--- src/rtl/instruction_fetch_unit.sv ---
// Instruction fetch unit: owns the PC, fetches opcode+operand bytes over a
// ready handshake with a timeout, and resolves jumps during execute/increment.
module instruction_fetch_unit #(
  parameter int ADDR_WIDTH = 8,
  parameter logic [ADDR_WIDTH-1:0] RESET_VECTOR = '0,
  parameter int MAX_WAIT = 15
) (
  input  logic                  clock,
  input  logic                  input_clear,
  input  logic                  input_clock_enable,
  input  logic                  fetch,
  input  logic                  execute,
  input  logic                  increment,
  input  logic                  jump,
  input  logic                  jumpz,
  input  logic                  jumpnz,
  input  logic                  jumpc,
  input  logic                  jumpnc,
  input  logic                  flag_zero,
  input  logic                  flag_carry,
  input  logic [7:0]            mem_data,
  input  logic                  mem_ready,
  output logic                  mem_read,
  output logic [ADDR_WIDTH-1:0] mem_addr,
  output logic [7:0]            output_ir,
  output logic [7:0]            output_operand,
  output logic [ADDR_WIDTH-1:0] output_pc,
  output logic                  output_stall,
  output logic                  output_fault
);

  localparam int CW = (MAX_WAIT < 2) ? 1 : $clog2(MAX_WAIT + 1);
  localparam logic [CW-1:0] WAIT_LAST = CW'(MAX_WAIT - 1);

  typedef enum logic [1:0] {
    IDLE    = 2'd0,
    REQ_OP  = 2'd1,
    REQ_ARG = 2'd2,
    DONE    = 2'd3
  } state_t;

  state_t          state_r;
  logic [CW-1:0]   wait_cnt_r;
  logic            jump_taken_r;
  logic            take_s;
  logic            timeout_s;
  logic            byte_done_s;
  logic [7:0]      byte_val_s;
  logic [ADDR_WIDTH-1:0] pc_next_s;

  // Jump resolution, timeout detection and next-PC selection
  always_comb begin
    take_s = jump | (jumpz & flag_zero) | (jumpnz & ~flag_zero)
           | (jumpc & flag_carry) | (jumpnc & ~flag_carry);
    timeout_s   = (wait_cnt_r == WAIT_LAST);
    byte_done_s = mem_ready | timeout_s;
    // A timed-out byte reads as zero so the decoder sees a benign opcode
    byte_val_s  = mem_ready ? mem_data : 8'h00;
    if (jump_taken_r) begin
      pc_next_s = ADDR_WIDTH'(output_operand);
    end else begin
      pc_next_s = output_pc + ADDR_WIDTH'(2);
    end
  end

  // Fetch FSM, PC and jump state; everything freezes when the clock enable is low
  always_ff @(posedge clock or posedge input_clear) begin
    if (input_clear) begin
      state_r        <= IDLE;
      wait_cnt_r     <= '0;
      jump_taken_r   <= 1'b0;
      mem_read       <= 1'b0;
      mem_addr       <= RESET_VECTOR;
      output_ir      <= 8'h00;
      output_operand <= 8'h00;
      output_pc      <= RESET_VECTOR;
      output_stall   <= 1'b0;
      output_fault   <= 1'b0;
    end else if (input_clock_enable) begin
      case (state_r)
        IDLE: begin
          if (fetch) begin
            state_r      <= REQ_OP;
            mem_read     <= 1'b1;
            mem_addr     <= output_pc;
            output_stall <= 1'b1;
            wait_cnt_r   <= '0;
          end else if (execute) begin
            jump_taken_r <= take_s;
          end else if (increment) begin
            output_pc    <= pc_next_s;
            jump_taken_r <= 1'b0;
          end
        end
        REQ_OP: begin
          if (byte_done_s) begin
            output_ir    <= byte_val_s;
            output_fault <= output_fault | ~mem_ready;
            state_r      <= REQ_ARG;
            mem_addr     <= output_pc + ADDR_WIDTH'(1);
            wait_cnt_r   <= '0;
          end else begin
            wait_cnt_r   <= wait_cnt_r + CW'(1);
          end
        end
        REQ_ARG: begin
          if (byte_done_s) begin
            output_operand <= byte_val_s;
            output_fault   <= output_fault | ~mem_ready;
            state_r        <= DONE;
            mem_read       <= 1'b0;
            output_stall   <= 1'b0;
            wait_cnt_r     <= '0;
          end else begin
            wait_cnt_r     <= wait_cnt_r + CW'(1);
          end
        end
        DONE: begin
          // One fetch per fetch-phase assertion: wait for fetch to drop
          if (!fetch) begin
            state_r <= IDLE;
            if (!execute && increment) begin
              output_pc    <= pc_next_s;
              jump_taken_r <= 1'b0;
            end
          end
        end
        default: begin
          state_r  <= IDLE;
          mem_read <= 1'b0;
        end
      endcase
    end
  end

endmodule

--- config.mk ---
export PLATFORM = sky130hd
export DESIGN_NAME = instruction_fetch_unit
export DESIGN_NICKNAME = d
export VERILOG_FILES = /design/src/rtl/instruction_fetch_unit.sv
export SDC_FILE = /design/constraint.sdc
export NUM_CORES = 1
export LEC_CHECK = 0
export BUFFER_PORTS_ARGS = -buffer_cell sky130_fd_sc_hd__buf_2
export CORE_AREA = 4 4 70 72
export DETAILED_ROUTE_END_ITERATION = 6
export DIE_AREA = 0 0 74 76
export HOLD_SLACK_MARGIN = 0.1
export PLACE_DENSITY_LB_ADDON = 0.05
export SYNTH_ARGS = -nofsm -noshare
export SYNTH_HDL_FRONTEND = slang
export SYNTH_SLANG_ARGS = --single-unit
--- constraint.sdc ---
create_clock -name clock -period 2 [get_ports clock]
set_input_delay 0.4 -clock clock [delete_from_list [all_inputs] [get_ports clock]]
set_output_delay 0.4 -clock clock [all_outputs]
set_load 0.01 [all_outputs]
Yosys cells after proc, flatten, opt, wreduce, memory -nomap -nowiden
Cells that the tools add are included.
{"block": "word_totals", "reg_bits": 41, "in_bits": 22, "out_inout_bits": 35, "word_cells": 83}
{"block": "op_classes", "add_sub_neg": 3, "n_eq_ne": 13, "muxes": 28, "n_bitwise": 13, "reduce_logical": 17}
{"cell": "$mux W8", "count": 9}
{"cell": "$pmux W8 S2", "count": 2}
{"cell": "$ne A2 B2 Y1 const B", "count": 8}
{"cell": "$reduce_and A3 Y1", "count": 4}
{"cell": "$add A8 B1 Y8 const B", "count": 1}
{"cell": "$add A8 B2 Y8 const B", "count": 1}
{"cell": "$mux W2", "count": 4}
{"cell": "$mux W4", "count": 2}
{"cell": "$pmux W2 S4", "count": 1}
{"cell": "$pmux W4 S2", "count": 1}
{"cell": "$reduce_and A4 Y1", "count": 2}
{"cell": "$reduce_bool A2 Y1", "count": 4}
{"cell": "$mux W1", "count": 7}
{"cell": "$reduce_and A7 Y1", "count": 1}
{"cell": "$or A1 B1 Y1", "count": 6}
{"cell": "$reduce_and A6 Y1", "count": 1}
{"cell": "$reduce_and A5 Y1", "count": 1}
{"cell": "$add A4 B1 Y4 const B", "count": 1}
{"cell": "$and A1 B1 Y1", "count": 4}
{"cell": "$eq A2 B2 Y1 const B", "count": 2}
{"cell": "$eq A4 B4 Y1 const B", "count": 1}
{"cell": "$pmux W1 S2", "count": 2}
{"cell": "$ne A3 B3 Y1 const B", "count": 1}
{"cell": "$not A1 Y1", "count": 3}
{"cell": "5 further kinds", "count": 5}

Longest topological paths before layout
Gate-level depths: netlist of run 1.
{"block": "depth", "word_depth": 8, "ltp_mapped": 9, "depth_no_buf": 6}

Worst setup path before layout of run 1
OpenSTA, ideal clock, no wires.
{"block": "synth_timing", "kind": "reg-to-reg", "start": "register state_r[0]", "end": "register output_pc[0]", "setup_ns": 0.125, "arrival_time_ns": 1.547, "required_time_ns": 1.875, "slack_ns": 0.328, "path_stages_with_launch": 9, "path_buffers": 2, "synth_period_minus_slack_ns": 1.672, "path_cell_list": "dfrtp_1 -> inv_1 -> ha_1 -> clkbuf_2 -> nor2_1 -> and4bb_1 -> buf_4 -> nand2_1 -> mux2_4"}
{"block": "synth_via", "elab_chain_len": 3, "word_cells_on_any_way": 10, "cone_classes": "eq/ne: 6; mux: 1; reduce/logical: 3"}
{"element": "start, declared", "line": "42", "text": "state_t state_r;"}
{"element": "start signal, assigned", "line": "69", "text": "state_r <= IDLE;"}
{"element": "start signal, assigned", "line": "83", "text": "state_r <= REQ_OP;"}
{"element": "start signal, assigned", "line": "99", "text": "state_r <= REQ_ARG;"}
{"element": "$eq A2 B2 Y1 / $logic_not A2 Y1 (equally long branches)", "line": "80", "text": "case (state_r)"}
{"element": "$ne A2 B2 Y1 (no source line) / $reduce_bool A2 Y1 (equally long branches)"}
{"element": "$reduce_and A7 Y1 (no source line)"}
{"element": "end signal, assigned", "line": "91", "text": "output_pc <= pc_next_s;"}
{"element": "end signal, assigned", "line": "123", "text": "output_pc <= pc_next_s;"}
{"element": "end, declared", "line": "27", "text": "output logic [ADDR_WIDTH-1:0] output_pc,"}
Several ways; a longest one is shown, not always the timed one.
A chain may end at the register's enable or synchronous reset.

Final worst setup path of run 1
Ends and elaborated chain as after synthesis.

==> results of run 1 <==
==> synth_stat cells (all sizes together), types with 3 or more instances <==
cell type	number	area share, %
a21oi	13	3.2
a22o	7	2.9
a31o	4	1.6
buf	8	2.4
clkbuf	5	0.93
dfrtp	41	48
ha	8	4.7
inv	9	1.6
mux2	3	1.8
mux2i	8	3.7
nand2	38	6.7
nand3	12	3.0
nand4	5	1.5
nor2	15	2.6
nor2b	3	0.88
o21ai	26	6.1
xor2	4	1.6
==> through the flow <==
step	cells	instance area (um^2)	utilization, %
after floorplan	227	2140	-
after global placement	329	2470	57.5
after detailed placement	329	2470	57.5
after CTS	337	2590	60.3
after global routing	337	2590	60.3
final	337	2590	60.3
==> area by class of cell <==
cell class / instances / area share [%]
Sequential cell: 41 / 39.6
Multi-Input combinational cell: 164 / 39.1
Tap cell: 52 / 2.51
Timing Repair Buffer: 63 / 12.9
Clock inverter: 2 / 1.45
Clock buffer: 6 / 3.19
Inverter: 9 / 1.30
==> metal layers <==
| layer | global-route usage, % | vias to the layer above |
|---|---|---|
| li1 | - | 914 |
| met1 | 25.1 | 861 |
| met2 | 27.0 | 47 |
| met3 | 5.01 | 7 |
| met4 | 5.62 | 0 |
| met5 | 0 | - |
==> sequential cells by signal, indices dropped and copies added (netlist names) <==
signal and cells:
jump_taken_r 1, mem_addr 8, output_pc 8, output_stall 1, output_fault 1, wait_cnt_r 4, state_r 2, output_operand 8
output_ir 8
==> cells by family (layout without fill, tap and decap cells) <==
kind of cell | Yosys count | in the layout
simple gates | 80 | 80
mux | 11 | 11
flops | 41 | 41
compound gates | 60 | 60
xor+xnor | 5 | 5
buf+inv | 22 | 80
fa+ha+maj | 8 | 8
==> report_power, final <==
part	switching, mW	leakage, nW	internal [mW]	total (mW)
Combinational	0.860	0.700	0.732	1.59
Clock	0.295	0.0574	0.406	0.701
Sequential	0.368	0.518	1.19	1.56
Total	1.52	1.27	2.33	3.86
==> final timing paths <==
path                            depth (start not counted)  slack, ns           endpoint
worst max-delay path                                    6       0.21       output_pc[0]
min in group clock                                      3       0.36       jump_taken_r
worst min register to register                          1       0.46       output_fault
worst max register to register                          6       0.21       output_pc[0]
max in group asynchronous                               3       1.42  output_operand[0]
worst min-delay path                                    3       0.22       output_pc[1]
==> worst max-delay path: stages, from the launching register on <==
cell,delay [ns]
dfrtp_1,0.41
inv_1,0.11
ha_1,0.17
nor2_1,0.04
and4bb_1,0.50
nand2_1,0.12
mux2_4,0.32
==> impl_metrics.ini, run 1 <==
[route]
routed.top_layer = met4
via_per_inst = 5.43
drc = 0
ant_nets = 0
drt_first_pass_iters = 4
routed_wl_um = 4710
drt-initial-drc-count = 90
vias = 1829
wl_per_cell_um = 14.0
wl_met3_um = 236
met2_length_um = 2180
m1WireLength_um = 2230

[yosys]
yosysUniqueCellTypes = 40
synth-compound-area-share_pct = 17.9
synthFlopType = dfrtp_1
ys_seq_area_share_pct = 47.9
synthMuxAreaShare_pct = 5.49
synth_top_family_by_area = compound AO/OA/AOI/OAI gates
synth_area_um2 = 2140
synth-async-reset-ratio_pct = 100
syn_area_per_cell_um2 = 9.44
postSynthCellCount = 227
syn_nets = 257
ys_ff_latch = 41
synth-xor-area-share_pct = 2.04
yosysWarnings = 0
synth_simple_gate_area_share_pct = 17.2
synth-edff-count = 0
synth-adder-area-share_pct = 4.67

[clocking]
cts_setup_buffers = 0
post_cts_resized = 0
cts_made_buffers = 5
clock_sinks = 41
cts_tree = built
hold_buffers = 0
clock_tree.buffer_depth = 2
cts-root-buf = clkbuf_8
clkTransAtPathRegs_ns = 0.09
clock_latency_ns = 0.30
cts.htree.levels = 2

[grt]
grt_overflow = 0
grt_pass1_wl_um = 7980
grt_pass1_vias = 1651
antenna_found_initial = 0
grt_max_degree = 42
track_usage_pct = 18.0

[die]
core_um2 = 4290
die_w_um = 74
initial_core_util_pct = 49.9
ios = 57
dieArea_um2 = 5620
row_count = 24
fp.dieH_um = 76

[power_and_ir_drop]
p_leak_nw = 1.27
p_per_area_nw_per_um2 = 1490
power_mw = 3.86
max-vdd-ir-drop_uv = 691

[layout]
multi_input_area_um2 = 1010
drive_above_1_share_pct = 29.1
regArea_um2 = 1030
n_antenna_cell = 0
layout_common_cells = 56 x buf_2, 41 x dfrtp_1, 38 x nand2_1, 24 x o21ai_0, 15 x nor2_1
fillers = 398
layout_commonest_cell = buf_2
area_delta_synth_final_pct = 20.8
layout.nets = 314

[sta]
worst_pin_slew_ns = 0.566
slew_headroom_pct = 62.3
setup_viol_count_final = 0
min_period_over_period_pct = 89.4
tns_ns = 0
hold_ws_ns = 0.224
slew_viol_final = 0
hold_viol = 0
timing.fmax_mhz = 559
finClkSkew_ns = 0.0107
setup_ws_ns = 0.212
finalCriticalPeriod_ns = 1.79
rsz0062_at_grt = false

[place]
preCtsSetupSlack_ns = 0.210
dp_hpwl_um = 3540
numPortBuffers = 56
routabilityCongestion = 0.801

[job]
cap_violations = 0

[critical_path]
worst_setup_path_end_kind = register
worstPathRequired_ns = 2.18
cp-startpoint = state_r[0]
r2r-start = state_r[0]
cp_max_fo = 11
critPathLaunchType = register
cp.arrival_ns = 1.97
path_class = reg -> reg

[worst_hold_path]
min_path_type = in -> async

[run_status]
status = completed
(Power assumes the default switching activity.)
==> inputs of run 2 (changes only) <==
Settings changed: REMOVE_ABC_BUFFERS set to 1.
==> impl_metrics.ini, run 2 (synthesis results as in run 1) <==
[critical_path]
worst_setup_path_end_kind = register
worstPathRequired_ns = 2.17
cp_max_fo = 14
critPathLaunchType = register
path_class = reg -> reg
cp.arrival_ns = 2.01
ff2ff_setup_slack_ns = 0.16

[grt]
grt_overflow = 0
track_usage_pct = 17.7
antenna_found_initial = 0
grt_pass1_vias = 1770
grt_max_degree = 42
grt_pass1_wl_um = 8020

[route]
ant_nets = 0
vias = 1781
routed_wl_um = 4660
drt_first_pass_iters = 4
drt-initial-drc-count = 78
via_per_inst = 5.30
wl_per_cell_um = 13.9
drc = 0

[layout]
design_area_um2 = 2580
layout.nets = 313
drive_above_1_share_pct = 28.5
fin_util_pct = 60.1
area_delta_synth_final_pct = 20.3
layout_common_cells = 56 x buf_2, 41 x dfrtp_1, 38 x nand2_1, 24 x o21ai_0, 15 x nor2_1
layout_commonest_cell = buf_2
n_antenna_cell = 0

[job]
cap_violations = 0

[place]
numPortBuffers = 56
dp_hpwl_um = 3490
preCtsSetupSlack_ns = 0.158
place_area_um2 = 2460
routabilityCongestion = 0.792

[sta]
timing.fmax_mhz = 543
rsz0062_at_grt = false
worst_pin_slew_ns = 0.535
hold_ws_ns = 0.225
hold_viol = 0
finalCriticalPeriod_ns = 1.84
setup_ws_ns = 0.160
min_period_over_period_pct = 92.0
setup_viol_count_final = 0
tns_ns = 0
slew_headroom_pct = 64.3
slew_viol_final = 0
finClkSkew_ns = 0.00328

[die]
row_count = 24
core_um2 = 4290
ios = 57
dieArea_um2 = 5620
fp.dieH_um = 76
initial_core_util_pct = 49.9
die_w_um = 74

[power_and_ir_drop]
p_leak_nw = 1.27
p_per_area_nw_per_um2 = 1490
max-vdd-ir-drop_uv = 699

[clocking]
clock_tree.buffer_depth = 2
cts_setup_buffers = 0
cts-root-buf = clkbuf_8
cts.htree.levels = 2
clkTransAtPathRegs_ns = 0.07
cts_tree = built
hold_buffers = 0
cts_made_buffers = 5
post_cts_resized = 0
clock_sinks = 41
clock_latency_ns = 0.29

[worst_hold_path]
min_path_type = in -> async

[run_status]
status = completed
run 2: cell types whose count changed in the layout (fill, tap and decap cells not counted), sizes merged:
cell	delta
buf	-1
clkbuf	+1
clkinvlp	-1
run 2: metrics by stage:
step / power (mW) / std cells
after floorplan: 2.52 / 214
after detailed placement: 3.19 / 328
final: 3.83 / 336
after global routing: 4.18 / 336
after CTS: 3.88 / 336
after global placement: 3.15 / 328
run 2: where the power goes:
group / internal [mW] / leakage (nW) / switching, mW / total, mW
Combinational: 0.731 / 0.694 / 0.862 / 1.59
Clock: 0.407 / 0.0585 / 0.273 / 0.680
Sequential: 1.20 / 0.518 / 0.361 / 1.56
Total: 2.33 / 1.27 / 1.50 / 3.83
run 2: worst max-delay path, stage by stage (launching register included):
cell and delay [ns]:
dfrtp_1 0.40, inv_1 0.11, ha_1 0.18, nor2_1 0.05, and4bb_1 0.54, nand2_1 0.13
mux2_4 0.32
run 2: final timing paths:
check | start | endpoint | cells after the start
max | state_r[0] | output_pc[0] | 6
min | input_clear | output_ir[4] | 3
max reg2reg | state_r[0] | output_pc[0] | 6
min reg2reg | output_fault | output_fault | 1
max in group asynchronous | input_clear | output_operand[0] | 3
min in group clock | mem_data[0] | output_ir[0] | 3
run 2: final cells by class:
cell class / instances / area [um^2]
tap: 52 / 65.1
timing repair buffer: 62 / 325
inverter: 9 / 33.8
fill: 397 / 1720
sequential: 41 / 1030
clock inverter: 1 / 30.0
clock buffer: 7 / 86.3
multi-input combinational: 164 / 1010
run 2: metal layers:
metal	up-vias	track usage [%]	part of all wire, %	wire length (um)
li1	901	-	-	-
met1	826	25.3	46	2150
met2	47	26.6	47	2170
met3	7	4.49	6.2	290
met4	0	4.35	0.94	44
met5	-	0	0	0
==> inputs of run 3 (changes only) <==
Settings changed: CORE_AREA 4 4 70 72 to 4 4 84 86, DIE_AREA 0 0 74 76 to 0 0 88 90, RECOVER_POWER set to 100.
==> impl_metrics.ini, run 3 (synthesis results as in run 1) <==
[critical_path]
crit_chain = inv_1 -> ha_1 -> a31o_1 -> nand3_1 -> clkbuf_2 -> nand2_1 -> o21ai_0
worst_setup_path_end_kind = register
r2r-start = wait_cnt_r[0]
cp-startpoint = wait_cnt_r[0]
cp_num_buf_inv = 2
worstPathRequired_ns = 2.17
reg2reg_depth = 7
ff2ff_setup_slack_ns = 0.26
critPathLaunchType = register
worstSetupPathDepth = 7
cp.arrival_ns = 1.92
critical_path.endpoint = output_ir[6]
crit_slowest_cell = dfrtp_1
r2r_end = output_ir[6]
slowest_delay_ns = 0.42
path_class = reg -> reg
path_delay_family = compound AO/OA/AOI/OAI gates
cp_max_fo = 16

[sta]
min_period_over_period_pct = 87.1
slew_viol_final = 0
hold_viol = 0
worst_pin_slew_ns = 1.06
rsz0062_at_grt = false
tns_ns = 0
setup_viol_count_final = 0
finalCriticalPeriod_ns = 1.74
slew_headroom_pct = 29.4
timing.fmax_mhz = 574
finClkSkew_ns = 0.00512

[clocking]
hold_buffers = 0
cts-root-buf = clkbuf_8
cts_tree = built
cts.htree.levels = 2
cts_made_buffers = 5
clock_latency_ns = 0.29
clkTransAtPathRegs_ns = 0.08
clock_sinks = 41
post_cts_resized = 0
cts_setup_buffers = 0
clock_tree.buffer_depth = 2

[route]
wl_per_cell_um = 14.0
ant_nets = 0
drt-initial-drc-count = 90
vias = 1789
drt_first_pass_iters = 4
routed_wl_um = 5060
via_per_inst = 4.96
drc = 0

[place]
place_area_um2 = 2490
numPortBuffers = 56
dp_cells = 353
dp_hpwl_um = 3710
routabilityCongestion = 0.718

[run_status]
status = completed

[layout]
drive_above_1_share_pct = 14.8
n_antenna_cell = 0
layout_common_cells = 41 x dfrtp_1, 38 x nand2_1, 35 x clkbuf_1, 26 x o21ai_0, 21 x buf_2
layout_commonest_cell = dfrtp_1
layout.cells.non_filler = 361
design_area_um2 = 2550
area_delta_synth_final_pct = 19.0
layout.nets = 313

[power_and_ir_drop]
max-vdd-ir-drop_uv = 487
p_leak_nw = 1.15
p_per_area_nw_per_um2 = 1470

[worst_hold_path]
min_path_type = in -> reg

[job]
cap_violations = 0

[grt]
antenna_found_initial = 0
grt_pass1_vias = 1747
grt_pass1_wl_um = 8590
grt_max_degree = 42
grt_overflow = 0
track_usage_pct = 13.5

[die]
ios = 57
initial_core_util_pct = 34.1
row_count = 29
fp.dieH_um = 90
core_um2 = 6280
die_w_um = 88
dieArea_um2 = 7920
-- run 3: power by group --
| part | total (mW) | internal [mW] | switching [mW] |
|---|---|---|---|
| clock network | 0.709 | 0.406 | 0.303 |
| registers | 1.59 | 1.19 | 0.395 |
| logic | 1.45 | 0.611 | 0.841 |
| total | 3.75 | 2.21 | 1.54 |
-- run 3: per-layer routing --
metal  vias up  wire, um  global-route usage [%]
met2        45      2190                    20.1
li1        907         -                       -
met4         0        42                    3.96
met3         4       299                    3.66
met5         -         0                       0
met1       833      2530                    19.1
-- run 3: how the worst min path moves through the flow --
stage	slack, ns	to	depth (start not counted)	start
2_1_floorplan	0.50	wait_cnt_r[1]	2	wait_cnt_r[1]
3_3_place_gp	0.46	output_fault	1	output_fault
3_5_place_dp	0.47	output_fault	1	output_fault
4_1_cts	0.24	output_ir[3]	3	input_clear
5_1_grt	0.36	output_ir[3]	3	mem_data[3]
6_report	0.37	output_ir[3]	3	mem_data[3]
-- run 3: layout make-up --
type	count	area, um^2
fill	673	3730
sequential	41	1030
multi-input combinational	164	1000
timing repair buffer	62	274
tap	77	96.3
clock buffer	6	82.6
clock inverter	2	37.5
inverter	9	33.8
-- run 3: stage by stage --
stage               utilization [%]  hold slack (ns)  setup slack [ns]  total power [mW]
floorplan                         -            0.499             0.145              2.52
global placement               39.7            0.461             0.289              3.20
detailed placement             39.7            0.466             0.243              3.19
CTS                            41.6            0.241             0.212              3.92
global route                   40.6            0.357            0.0439              4.12
finish                         40.6            0.368             0.258              3.75
-- run 3: worst reg2reg max path, cell delays in order, from the launching register on --
cell and delay, ns:
dfrtp_1 0.42, inv_1 0.07, ha_1 0.19, a31o_1 0.37, nand3_1 0.15, clkbuf_2 0.24
nand2_1 0.11, o21ai_0 0.08
